===== src/rtl/mem_arbiter_pkg.sv =====
// rtl/mem_arbiter_pkg.sv - shared constants for the two-port memory arbiter
package mem_arbiter_pkg;

    localparam logic [1:0] ST_IDLE = 2'b00;
    localparam logic [1:0] ST_OWN0 = 2'b01;
    localparam logic [1:0] ST_OWN1 = 2'b10;

    localparam int DEFAULT_MAX_OUT = 4;
    localparam int NUM_PORTS       = 2;

endpackage


===== src/rtl/arb_out_counter.sv =====
// rtl/arb_out_counter.sv - outstanding-read counter with full and zero-next flags
module arb_out_counter #(
    parameter int MAX_OUT = 4
) (
    input  logic       i_clk,
    input  logic       i_rst,
    input  logic       i_inc,
    input  logic       i_dec,
    output logic [2:0] o_count,
    output logic       o_full,
    output logic       o_zero_next
);

    logic [2:0] count_next;

    // Issue and return in the same cycle cancel out.
    always_comb begin
        count_next = o_count;
        if (i_inc && !i_dec) begin
            count_next = o_count + 3'd1;
        end else if (!i_inc && i_dec) begin
            count_next = o_count - 3'd1;
        end
    end

    assign o_full      = (o_count == 3'(MAX_OUT));
    assign o_zero_next = (count_next == 3'd0);

    always_ff @(posedge i_clk) begin
        if (i_rst) begin
            o_count <= 3'd0;
        end else begin
            o_count <= count_next;
        end
    end

endmodule


===== src/rtl/mem_arbiter.sv =====
// rtl/mem_arbiter.sv - two-port (icache/dcache) arbiter onto one backing memory
module mem_arbiter
    import mem_arbiter_pkg::*;
#(
    parameter int MAX_OUT = DEFAULT_MAX_OUT
) (
    input  logic        i_clk,
    input  logic        i_rst,
    input  logic [31:0] i_c0_mem_addr,
    input  logic        i_c0_mem_ren,
    input  logic        i_c0_mem_wen,
    input  logic [31:0] i_c0_mem_wdata,
    output logic        o_c0_mem_ready,
    output logic [31:0] o_c0_mem_rdata,
    output logic        o_c0_mem_valid,
    input  logic [31:0] i_c1_mem_addr,
    input  logic        i_c1_mem_ren,
    input  logic        i_c1_mem_wen,
    input  logic [31:0] i_c1_mem_wdata,
    output logic        o_c1_mem_ready,
    output logic [31:0] o_c1_mem_rdata,
    output logic        o_c1_mem_valid,
    output logic [31:0] o_mem_addr,
    output logic        o_mem_ren,
    output logic        o_mem_wen,
    output logic [31:0] o_mem_wdata,
    input  logic        i_mem_ready,
    input  logic [31:0] i_mem_rdata,
    input  logic        i_mem_valid,
    output logic        o_err
);

    logic [1:0]           state, state_next;
    logic                 last_grant, last_grant_next;
    logic [NUM_PORTS-1:0] req;
    logic                 own0, own1;
    logic                 sel_ren, sel_wen;
    logic [2:0]           out_count;
    logic                 full, zero_next;
    logic                 issue, ret, spurious;

    assign req  = {i_c1_mem_ren | i_c1_mem_wen, i_c0_mem_ren | i_c0_mem_wen};
    assign own0 = (state == ST_OWN0);
    assign own1 = (state == ST_OWN1);

    always_comb begin
        sel_ren     = 1'b0;
        sel_wen     = 1'b0;
        o_mem_addr  = 32'd0;
        o_mem_wdata = 32'd0;
        if (own0) begin
            sel_ren     = i_c0_mem_ren;
            sel_wen     = i_c0_mem_wen;
            o_mem_addr  = i_c0_mem_addr;
            o_mem_wdata = i_c0_mem_wdata;
        end else if (own1) begin
            sel_ren     = i_c1_mem_ren;
            sel_wen     = i_c1_mem_wen;
            o_mem_addr  = i_c1_mem_addr;
            o_mem_wdata = i_c1_mem_wdata;
        end
    end

    // A simultaneous ren+wen is treated as a write; reads stall while saturated.
    assign o_mem_wen = sel_wen;
    assign o_mem_ren = sel_ren & ~sel_wen & ~full;

    assign o_c0_mem_ready = own0 & i_mem_ready & ~full;
    assign o_c1_mem_ready = own1 & i_mem_ready & ~full;

    assign issue    = o_mem_ren & i_mem_ready;
    assign ret      = i_mem_valid & (out_count != 3'd0);
    assign spurious = i_mem_valid & (out_count == 3'd0);

    // Outstanding reads only exist while a port owns the memory, so the
    // current owner is always the port a return belongs to.
    assign o_c0_mem_rdata = i_mem_rdata;
    assign o_c1_mem_rdata = i_mem_rdata;
    assign o_c0_mem_valid = ret & own0;
    assign o_c1_mem_valid = ret & own1;

    arb_out_counter #(
        .MAX_OUT(MAX_OUT)
    ) u_out_counter (
        .i_clk      (i_clk),
        .i_rst      (i_rst),
        .i_inc      (issue),
        .i_dec      (ret),
        .o_count    (out_count),
        .o_full     (full),
        .o_zero_next(zero_next)
    );

    always_comb begin
        state_next      = state;
        last_grant_next = last_grant;
        case (state)
            ST_IDLE: begin
                if (&req) begin
                    state_next = last_grant ? ST_OWN0 : ST_OWN1;
                end else if (req[0]) begin
                    state_next = ST_OWN0;
                end else if (req[1]) begin
                    state_next = ST_OWN1;
                end
            end
            ST_OWN0, ST_OWN1: begin
                // Hold through the drain of outstanding reads before releasing.
                if (!(sel_ren | sel_wen) && zero_next) begin
                    state_next      = ST_IDLE;
                    last_grant_next = own1;
                end
            end
            default: state_next = ST_IDLE;
        endcase
    end

    always_ff @(posedge i_clk) begin
        if (i_rst) begin
            state      <= ST_IDLE;
            last_grant <= 1'b1;
            o_err      <= 1'b0;
        end else begin
            state      <= state_next;
            last_grant <= last_grant_next;
            if (spurious) begin
                o_err <= 1'b1;
            end
        end
    end

endmodule

===== config.mk =====
export PLATFORM = sky130hd
export DESIGN_NAME = mem_arbiter
export DESIGN_NICKNAME = d
export VERILOG_FILES = /design/src/rtl/mem_arbiter_pkg.sv /design/src/rtl/arb_out_counter.sv /design/src/rtl/mem_arbiter.sv
export SDC_FILE = /design/constraint.sdc
export NUM_CORES = 1
export LEC_CHECK = 0
export CAP_MARGIN = 15
export CORE_AREA = 2 2 118 120
export CTS_CLUSTER_DIAMETER = 200
export DETAILED_ROUTE_END_ITERATION = 16
export DIE_AREA = 0 0 120 122
export PLACE_DENSITY = 0.59
export SYNTH_ARGS = -nofsm -noshare
export SYNTH_HDL_FRONTEND = slang
export SYNTH_SLANG_ARGS = --single-unit

===== constraint.sdc =====
create_clock -name i_clk -period 4.23 [get_ports i_clk]
set_input_delay 0.846 -clock i_clk [delete_from_list [all_inputs] [get_ports i_clk]]
set_output_delay 0.846 -clock i_clk [all_outputs]
set_load 0.03 [all_outputs]

# Word level (Yosys, flattened, before mapping)
# Index checks and enable logic that the tools add are counted.
# op_classes
n_reduce_logical,14
mux,16
addsub,2
bitwise,16
eq_ne,5
# ops
op,n
$mux 32,4
$and 1x1->1,11
$mux 2,5
$logic_not 3->1,2
$mux 3,2
$reduce_and 2->1,3
$mux 1,4
$ne 4x4->1 const B,1
$pmux 2 s2,1
$add 3x1->3 const B,1
$eq 3x3->1 const B,1
$logic_and 1x1->1,3
$logic_not 1->1,3
$or 1x1->1,3
$reduce_bool 3->1,1
$sub 3x1->3 const B,1
$eq 2x1->1 const B,1
$eq 2x2->1 const B,1
$logic_not 2->1,1
$ne 2x2->1 const B,1
$not 1->1,2
$reduce_or 2->1,1
# word_totals
input_bits,168
out_inout_bits,135
ff_bits,7
elab_cells,57

# Longest topological paths before layout
# logic_depth
ltp_word,15
ltp_mapped,10
mapped_depth_nobuf,9

# By module
# A second synthesis with hierarchy kept.
# hier_totals
hier_cells,212
hier_area_um2,1697.9
# modules_own_cells
module,area_per_inst_um2,seq_area_each_um2,cells_per_inst,n_inst
mem_arbiter,1421.4,80.1,183,1
arb_out_counter,276.5,60.1,29,1

# Worst setup path after synthesis
# No wires, ideal clock.
# synth_timing
kind,input to register
from,input i_c1_mem_wen
to,register state[0]
setup_ps,87
arrival_time_ps,2455
path_stages,7
path_slack_ps,1688
n_path_buf,0
required_ps,4143
cell_sequence,and4bb_4 -> o211a_4 -> maj3_2 -> a22oi_4 -> a31oi_1 -> or4_1 -> o31ai_1
# synth_between
elab_chain_cells,14
elab_cells_between_ends,22
classes_between,eq/ne: 2; mux: 6; bitwise: 6; reduce/logical: 8
# synth_rtl
item,line,source
"start, declared",mem_arbiter.sv:18,"input logic i_c1_mem_wen,"
$mux 1,mem_arbiter.sv:56,end else if (own1) begin
$mux 1,mem_arbiter.sv:51,if (own0) begin
$not 1->1,mem_arbiter.sv:66,assign o_mem_ren = sel_ren & ~sel_wen & ~full;
$and 1x1->1 (2 in series),mem_arbiter.sv:66,
$and 1x1->1,mem_arbiter.sv:71,assign issue = o_mem_ren & i_mem_ready;
$logic_not 1->1,arb_out_counter.sv:21,end else if (!i_inc && i_dec) begin
$logic_and 1x1->1,arb_out_counter.sv:21,
$mux 3,arb_out_counter.sv:21,
$mux 3,arb_out_counter.sv:19,if (i_inc && !i_dec) begin
$logic_not 3->1,arb_out_counter.sv:27,assign o_zero_next = (count_next == 3'd0);
$logic_and 1x1->1,mem_arbiter.sv:109,if (!(sel_ren | sel_wen) && zero_next) begin
$ne 2x2->1 (no source line),n/a,
$reduce_and 2->1 (no source line),n/a,
"end signal, assigned",mem_arbiter.sv:124,state <= state_next;
"end, declared",mem_arbiter.sv:33,"logic [1:0] state, state_next;"
# Parallel ways exist; a longest one is shown, timed or not.
# A chain may end at the register's enable or synchronous reset.

# Final worst setup path
# layout_timing
from,register state[1]
to,output o_mem_ren
# layout_between
elab_chain_cells,6
elab_cells_between_ends,9
classes_between,eq/ne: 2; mux: 4; bitwise: 3
# layout_rtl
item,line,source
$eq 2x2->1,mem_arbiter.sv:44,assign own1 = (state == ST_OWN1);
$mux 1,mem_arbiter.sv:56,
$mux 1,mem_arbiter.sv:51,
$not 1->1,mem_arbiter.sv:66,
$and 1x1->1 * (2 in series),mem_arbiter.sv:66,
"end, declared",mem_arbiter.sv:24,"output logic o_mem_ren,"
# Mark *: on every way between the ends. The rest lies on a longest branch, timed or not.

==> run metrics <==
GP Congestion ~0.74; site row count 43; Worst VDD drop between 150 and 200 uV; TNS Setup 0 ps; Boundary Pins roughly 300; setup bufs post-CTS 0; DR iter-0 viols 75; total of max-cap violations 0; vias per cell between 3 and 4; Distinct cells, synth 32; count of state elements after synthesis 7; Max-slew headroom 60.1%; crit path time final ~3400 ps; CTS tree built; Die Wd 120 um; Slowest-stage cell, CP clkdlybuf4s50_1; synthesized area per cell 8.02 um^2; wire per inst around 15 um; CTS Hold Bufs 0; DP HPWL 6890 um; share of layout cells above drive strength 1 3.24%; Pleak 1.32 nW; Worst EP arrival 2580 ps; period utilization 81.0%; critical path launch point state[1]$_SDFFE_PP0P_; Most used DFF post-synth dfxtp_1; Post-synth top cells 65 x a22o_1, 65 x buf_4, 14 x clkbuf_1, 10 x nor2_1; Area Growth Syn to Fin 112%; first-pass GRT wire length 11200 um; Initial Util 12.4%; Hold WC Path Type reg -> reg; gr ovfl total 0; Crit path max-delay family buffers and inverters; Finish-stage setup viols 0; Die ar. 14600 um^2; syn nets approximately 380; vias in the first global route 2067; outcome complete, no violations; final hold viol count 0; # diodes 0; post-synth top area cell a22o_1; Mapped Area about 1700 um^2; Final Max Slew Viols 0; worst skew pair latency between 200 and 250 ps; largest net degree at the start of global routing 66; Final ANT Viol Nets 0; crit path kind reg -> out; root buf cell clkbuf_16; P per Cell Area 528 nW/um^2; final cell count without fillers 520; TritonRoute pass-1 iters 4; worst slew pin tran 598 ps; Reg clk slew, reported paths approximately 40 ps; H-tree depth 1; core area 13500 um^2; total number of vias roughly 2000; initial antenna violation count 0; Synth Warn # 0; NumNets Final 515; Worst Path Required 3380 ps; overall routing resource usage 9.81%; RSZ-0062 raised after global routing no; cts bufs inserted 3; Post-synth ARST share 0%; drt drc 0; Die Y 122 um; Final Skew 2.34 ps; Critical path buffers and inverters 3; PostCTS Resize Cnt 0; hold_sp o_err$_SDFFE_PP0P_; top post-synthesis cells by area a22o_1 34%, buf_4 29%, dfxtp_1 8.4%; Gate Count Post-Synth 208; Placed Cells 516; Worst setup EP type primary output; critical register-to-register path startpoint state[1]$_SDFFE_PP0P_; Clock Path Buffers 2; EDFF count, synth 0; Post-Route WL around 8000 um; slowest stage delay, CP around 660 ps; top cell type's share of synthesized area between 30 and 40%; CP startpoint kind flop; worst-path fanout max 47; port buffer count 206; Max Freq 292 MHz; CTS Sinks 7; crit path cell chain inv_1 > ha_2 > buf_12 > and3b_1 > o21a_1 > clkdlybuf4s50_1; sequential area share after synthesis around 8.4%
[area by class of cell]
type	instances	area [um^2]
inverters	7	26.3
multi-input cells	114	967
flip-flops and latches	7	140
well taps	180	225
repair buffers	208	2100
clock buffers	4	78.8
fillers	1442	9960
[flip-flops by register name (all words and copies together), names as in the netlist]
name / flops
u_out_counter.o_count: 3
last_grant: 1
state: 2
o_err: 1
[layout by cell type (no fill, tap or decap), types with 2 or more instances in the layout]
cell	netlist	routed
clkdlybuf4s50_1	0	206
a22o_1	65	65
nor2_1	10	9
inv_1	7	7
dfxtp_1	7	7
ha_1	6	5
and3_1	4	4
o21ai_0	3	3
clkbuf_16	0	3
nand2_1	2	2
nand2b_1	2	2
a21oi_1	2	2
o31ai_1	2	2
buf_12	0	2
[tightest hold or removal path, stage by stage (launching register included)]
cell     delay (ps)
dfxtp_1         320
a21oi_1          40
nor2_1           70
[cell families after synthesis]
logic type / after synthesis / synth area share, %
mux: 1 / 0.600
flops: 7 / 8.40
compound gates: 79 / 41.2
xor+xnor: 2 / 1.88
fa+ha+maj: 7 / 5.18
simple gates: 25 / 8.55
buf+inv: 87 / 34.2
[layer usage]
metal  global-route usage [%]  vias to the layer above  share of wire [%]
met5                        0                        -                  0
met4                     1.54                        0               0.75
met3                     2.25                       13                8.0
met2                     19.1                      117                 54
met1                     10.9                      900                 37
li1                         -                      975                  -
[power breakdown]
| group | leakage (nW) | switching, mW | internal [mW] |
|---|---|---|---|
| Sequential | 0.0576 | 0.0148 | 0.0906 |
| Clock | 0.0382 | 0.0359 | 0.125 |
| Combinational | 1.22 | 0.879 | 0.722 |
[worst paths after layout]
kind                           endpoint  slack, ps  cells past startpoint
setup / recovery              o_mem_ren        800                      6
hold / removal       o_err$_SDFFE_PP0P_        470                      2
setup reg to reg  state[0]$_SDFFE_PP0P_       1020                     10
hold reg to reg      o_err$_SDFFE_PP0P_        470                      2
[per-stage QoR]
step	hold slack [ps]	total power, mW	worst slack [ps]	area [um^2]	util [%]
final	467	1.87	803	3540	26.2
after global routing	488	1.97	633	3540	26.2
after CTS	470	1.89	759	3540	26.2
after detailed placement	460	1.72	867	3460	25.6
after global placement	457	1.70	890	3460	25.6
after floorplan	436	1.15	1690	1670	-
No activity file was read; power rests on OpenSTA's default activity.
==> edit 1: new RTL, same settings <==
Reset style: asynchronous (`i_rst`), changed in 2 clocked blocks.
--- a/src/rtl/arb_out_counter.sv
+++ b/src/rtl/arb_out_counter.sv
@@ -27,5 +27,5 @@
     assign o_zero_next = (count_next == 3'd0);
 
-    always_ff @(posedge i_clk) begin
+    always_ff @(posedge i_clk or posedge i_rst) begin
         if (i_rst) begin
             o_count <= 3'd0;
--- a/src/rtl/mem_arbiter.sv
+++ b/src/rtl/mem_arbiter.sv
@@ -116,5 +116,5 @@
     end
 
-    always_ff @(posedge i_clk) begin
+    always_ff @(posedge i_clk or posedge i_rst) begin
         if (i_rst) begin
             state      <= ST_IDLE;
Behaviour: differs if i_rst is asserted again (counterexample within 4 cycles, from zero or initial values and one cycle with i_rst high); with i_rst held inactive, the same outputs for 10 cycles.
==> edit 1 against the original RTL <==
Sequential power grew 16%; worst setup slack lost 0.28 ns; fmax shrank 7.6%; register-to-register slack gained 0.33 ns; core utilization grew 2.1 points; synthesized area grew 20%; wire length grew 23%; final area grew 8.1%; sequential cell count is the same; global-route usage grew 2.2 points; critical endpoint is now o_mem_addr[31]; highest routed layer unchanged; critical path type unchanged; combinational power grew 14%; total power grew 13%; critical path depth shrank 1.
==> edit 1: results (changes against the original RTL) <==
* Status: completed
* Placed insts at 631 (+22%)
* Met2 Use GR at 19.7% (+0.57 points)
* M3 GR Usage at 4.31% (+2.1 points)
* Async SR Flop Fraction at 100% (+100 points)
* Hold path endpoint: o_err$_DFFE_PP0P_
* Yosys cell types at 37 (+16%)
* Post-DP HPWL at 8.03 mm (+17%)
* Clock power share at 7.8% (-0.8 points)
* Top cell family by delay on the critical path: simple AND/OR/NAND/NOR gates
* Synthesized-area fraction occupied by adder cells at 3.76% (-1.4 points)
* Total sequential power at 122 uW (+16%)
* Hold slack at 0.479 ns (+0.0114 ns)
* Synth Net Count at 502 (+31%)
* Worst Setup Slack, final at 0.521 ns (-0.282 ns)
* Most frequent cells after synthesis: nand2_1 (110), buf_4 (64), o21ai_0 (58), clkbuf_1 (18), a22o_1 (11)
* Largest net degree at the start of global routing at 65 (-1.5%)
* Worst Max-Slew Pin Slew at 1.07 ns (+0.471 ns)
* Mux contribution to synthesized area at 0.752% (+0.15 points)
* Primary FF master, synth: dfrtp_1
* Met1 WL at 4.09 mm (+38%)
* Power Dens Cells at 550 nW/um^2 (+4.3%)
* Fin Clk Skew at 0.000270 ns (-0.00207 ns)
* Gr usage total at 12.0% (+2.2 points)
* First-pass GRT wire length at 13.9 mm (+24%)
* Starting DRT DRC Count at 141 (+88%)
* Crit path launch: state[1]$_DFFE_PP0P_
* Min-delay src: o_err$_DFFE_PP0P_
* Hold path depth at 1 (-1)
* Fin util at 28.3% (+2.1 points)
* Layout cells sized above 1 at 3.08% (-0.16 points)
* Vias in the first global route at 2,409 (+17%)
* Xor/xnor cell area share of the yosys netlist at 1.13% (-0.75 points)
* Routed len/inst at 15.6 um (+1.1%)
* CP peak stage delay at 0.88 ns (+0.22 ns)
* Leakage Power at 0.00139 uW (+5.1%)
* Final Wtd Congestion at 0.843 (+13%)
* CP Data Arrival Time at 2.86 ns (+0.28 ns)
* Vias at 2,569 (+28%)
* Metal2 WL at 4.60 mm (+6.0%)
* Worst vdd ir at 0.257 mV (+53%)
* R2r worst-path depth at 9 (-1)
* Psw at 1130 uW (+22%)
* Synth top area cells: buf_4 (24%), nand2_1 (21%), o21ai_0 (15%), dfrtp_1 (7.5%), a22o_1 (4.8%)
* Total of fill cells in the finished design at 1,479 (+2.6%)
* CP endpoint: o_mem_addr[31]
* Worst path slowest cell: nor2b_1
## edit 1: changes by cell type after synthesis, sizes merged, moves of 3 or more
cell | unedited run | this run
a21boi | 0 | 3
a22o | 65 | 11
and2 | 0 | 3
clkbuf | 14 | 18
dfrtp | 0 | 6
dfxtp | 7 | 0
nand2 | 2 | 110
nor2 | 10 | 6
o21ai | 3 | 58
## edit 1: layout make-up
type                            count  area share (%)
Sequential cell                     7            4.61
Inverter                            9           0.883
Timing Repair Buffer              208            54.3
Tap cell                          180            5.89
Clock buffer                        4            2.06
Multi-Input combinational cell    227            32.3
## edit 1: kinds of logic (layout without fill, tap and decap cells)
group                    after synthesis  after routing
AND/OR/NAND/NOR                      131            131
buffers and inverters                 94            221
AO/OA/AOI/OAI                         88             88
flip-flops                             7              7
adder cells (fa/ha/maj)                6              6
XOR/XNOR                               1              1
multiplexers                           1              1
==> edit 2: new RTL, same flow settings <==
Without the edit above. Put one more register stage on the output `o_err`, cleared by the reset. The value now appears one clock later. The other outputs are not delayed to match.
--- a/src/rtl/mem_arbiter.sv
+++ b/src/rtl/mem_arbiter.sv
@@ -30,4 +30,6 @@
     output logic        o_err
 );
+
+    logic o_err_s0;
 
     logic [1:0]           state, state_next;
@@ -120,13 +122,21 @@
             state      <= ST_IDLE;
             last_grant <= 1'b1;
-            o_err      <= 1'b0;
+            o_err_s0   <= 1'b0;
         end else begin
             state      <= state_next;
             last_grant <= last_grant_next;
             if (spurious) begin
-                o_err <= 1'b1;
+                o_err_s0 <= 1'b1;
             end
         end
     end
 
+    always_ff @(posedge i_clk) begin
+        if (i_rst) begin
+            o_err <= '0;
+        end else begin
+            o_err <= o_err_s0;
+        end
+    end
+
 endmodule
Behaviour: not the same (Yosys sat finds a counterexample within 4 cycles, from zero or initial values and one cycle with i_rst high).
==> edit 2 against the original RTL <==
Global-route usage grew 0.59 points; non-clock buffer count grew 1; total power decreased by 0.61%; final area fell by 0.14%; critical path type unchanged; worst setup slack got worse by 0.16 ns; sequential cell count grew 1; wire length rose by 7.3%; largest cell class unchanged; register-to-register slack gained 0.25 ns; hold slack better by 0.0043 ns; synthesized area increased by 0.98%.
==> edit 2: results (changes against the original RTL) <==
* Routed len/inst at 16.5 um (+6.9%)
* Synth-to-Final Area Change at 110%
* Terminus of the critical flop-to-flop path: state[1]$_SDFFE_PP0P_
* Xor/xnor cell area share of the yosys netlist at 1.86% (-0.018 points)
* Worst vdd ir at 0.239 mV (+43%)
* Synthesized-area fraction occupied by adder cells at 5.13% (-0.050 points)
* Int Power at 927 uW (-1.2%)
* Min-delay worst type: reg -> reg
* Sw frac at 50.1% (+0.27 points)
* Most frequent cells after synthesis: a22o_1 (65), buf_4 (65), clkbuf_1 (9), nor2_1 (9), dfxtp_1 (8)
* R2r worst-path depth at 9 (-1)
* Gr usage total at 10.4% (+0.59 points)
* Register area share after synthesis at 9.51% (+1.1 points)
* CTS buffer count at 3 (unchanged)
* Layout cells sized above 1 at 3.51% (+0.27 points)
* Hold path depth at 1 (-1)
* Worst Max-Slew Pin Slew at 0.712 ns (+0.114 ns)
* Vias in the first global route at 1,987 (-3.9%)
* Synth top area cells: a22o_1 (34%), buf_4 (29%), dfxtp_1 (9.5%), ha_1 (4.5%), clkbuf_1 (2.0%)
* Status: completed
* Fin Clk Skew at 0.00352 ns (+0.00117 ns)
* Final Wtd Congestion at 0.741 (-0.46%)
* Largest net degree at the start of global routing at 39 (-41%)
* Net count, final at 518 (+0.58%)
* Synth Net Count at 384 (+0.52%)
* Synth Area in Compound Gates at 40.3% (-0.92 points)
* Clock root buffer: clkbuf_16
* DR vias/cell at 3.98 (+3.1%)
* Final worst path period share at 84.7% (+3.7 points)
* R2R Setup Slk at 1.27 ns (+0.25 ns)
* CP peak stage delay at 0.71 ns (+0.05 ns)
* First-pass GRT wire length at 11.8 mm (+6.2%)
* Min-delay src: last_grant$_SDFFE_PP1P_
* Primary FF master, synth: dfxtp_1
* Critical path fanouts, max at 37 (-21%)
* Total sequential power at 117 uW (+11%)
* Logic pwr share at 85.0% (-0.7 points)
* Yosys cell types at 34 (+6.3%)
* Leakage Power at 0.00129 uW (-2.0%)
* Starting DRT DRC Count at 69 (-8.0%)
* Worst slack, placed at 0.856 ns (-0.0111 ns)
* Post_cts resized at 0 (unchanged)
* Post-DP HPWL at 6.95 mm (+0.88%)
* CP endpoint: o_mem_wdata[28]
* Mux contribution to synthesized area at 0.594% (-0.0058 points)
* Hold path endpoint: last_grant$_SDFFE_PP1P_
* CP Data Arrival Time at 2.74 ns (+0.16 ns)
-- edit 2: final cells by class --
| cell class | count | area (um^2) |
|---|---|---|
| fill | 1414 | 9970 |
| tap | 180 | 225 |
| inverter | 7 | 26.3 |
| clock buffer | 3 | 75.1 |
| multi-input combinational | 115 | 963 |
| timing repair buffer | 209 | 2080 |
| sequential | 8 | 160 |
-- edit 2: routing by layer --
layer	routed length, um	vias to the layer above	global-route usage (%)
li1	-	982	-
met5	0	-	0
met3	699	30	2.39
met4	230	0	4.26
met1	3680	968	13.9
met2	3990	95	16.0
-- edit 2: metrics by stage --
step / hold WS [ns] / cells / util [%] / instance area, um^2
3_3_place_gp: 0.469 / 519 / 25.6 / 3460
2_1_floorplan: 0.429 / 210 / - / 1680
5_1_grt: 0.489 / 522 / 26.2 / 3530
3_5_place_dp: 0.464 / 519 / 25.6 / 3460
4_1_cts: 0.478 / 522 / 26.2 / 3530
6_report: 0.472 / 522 / 26.2 / 3530
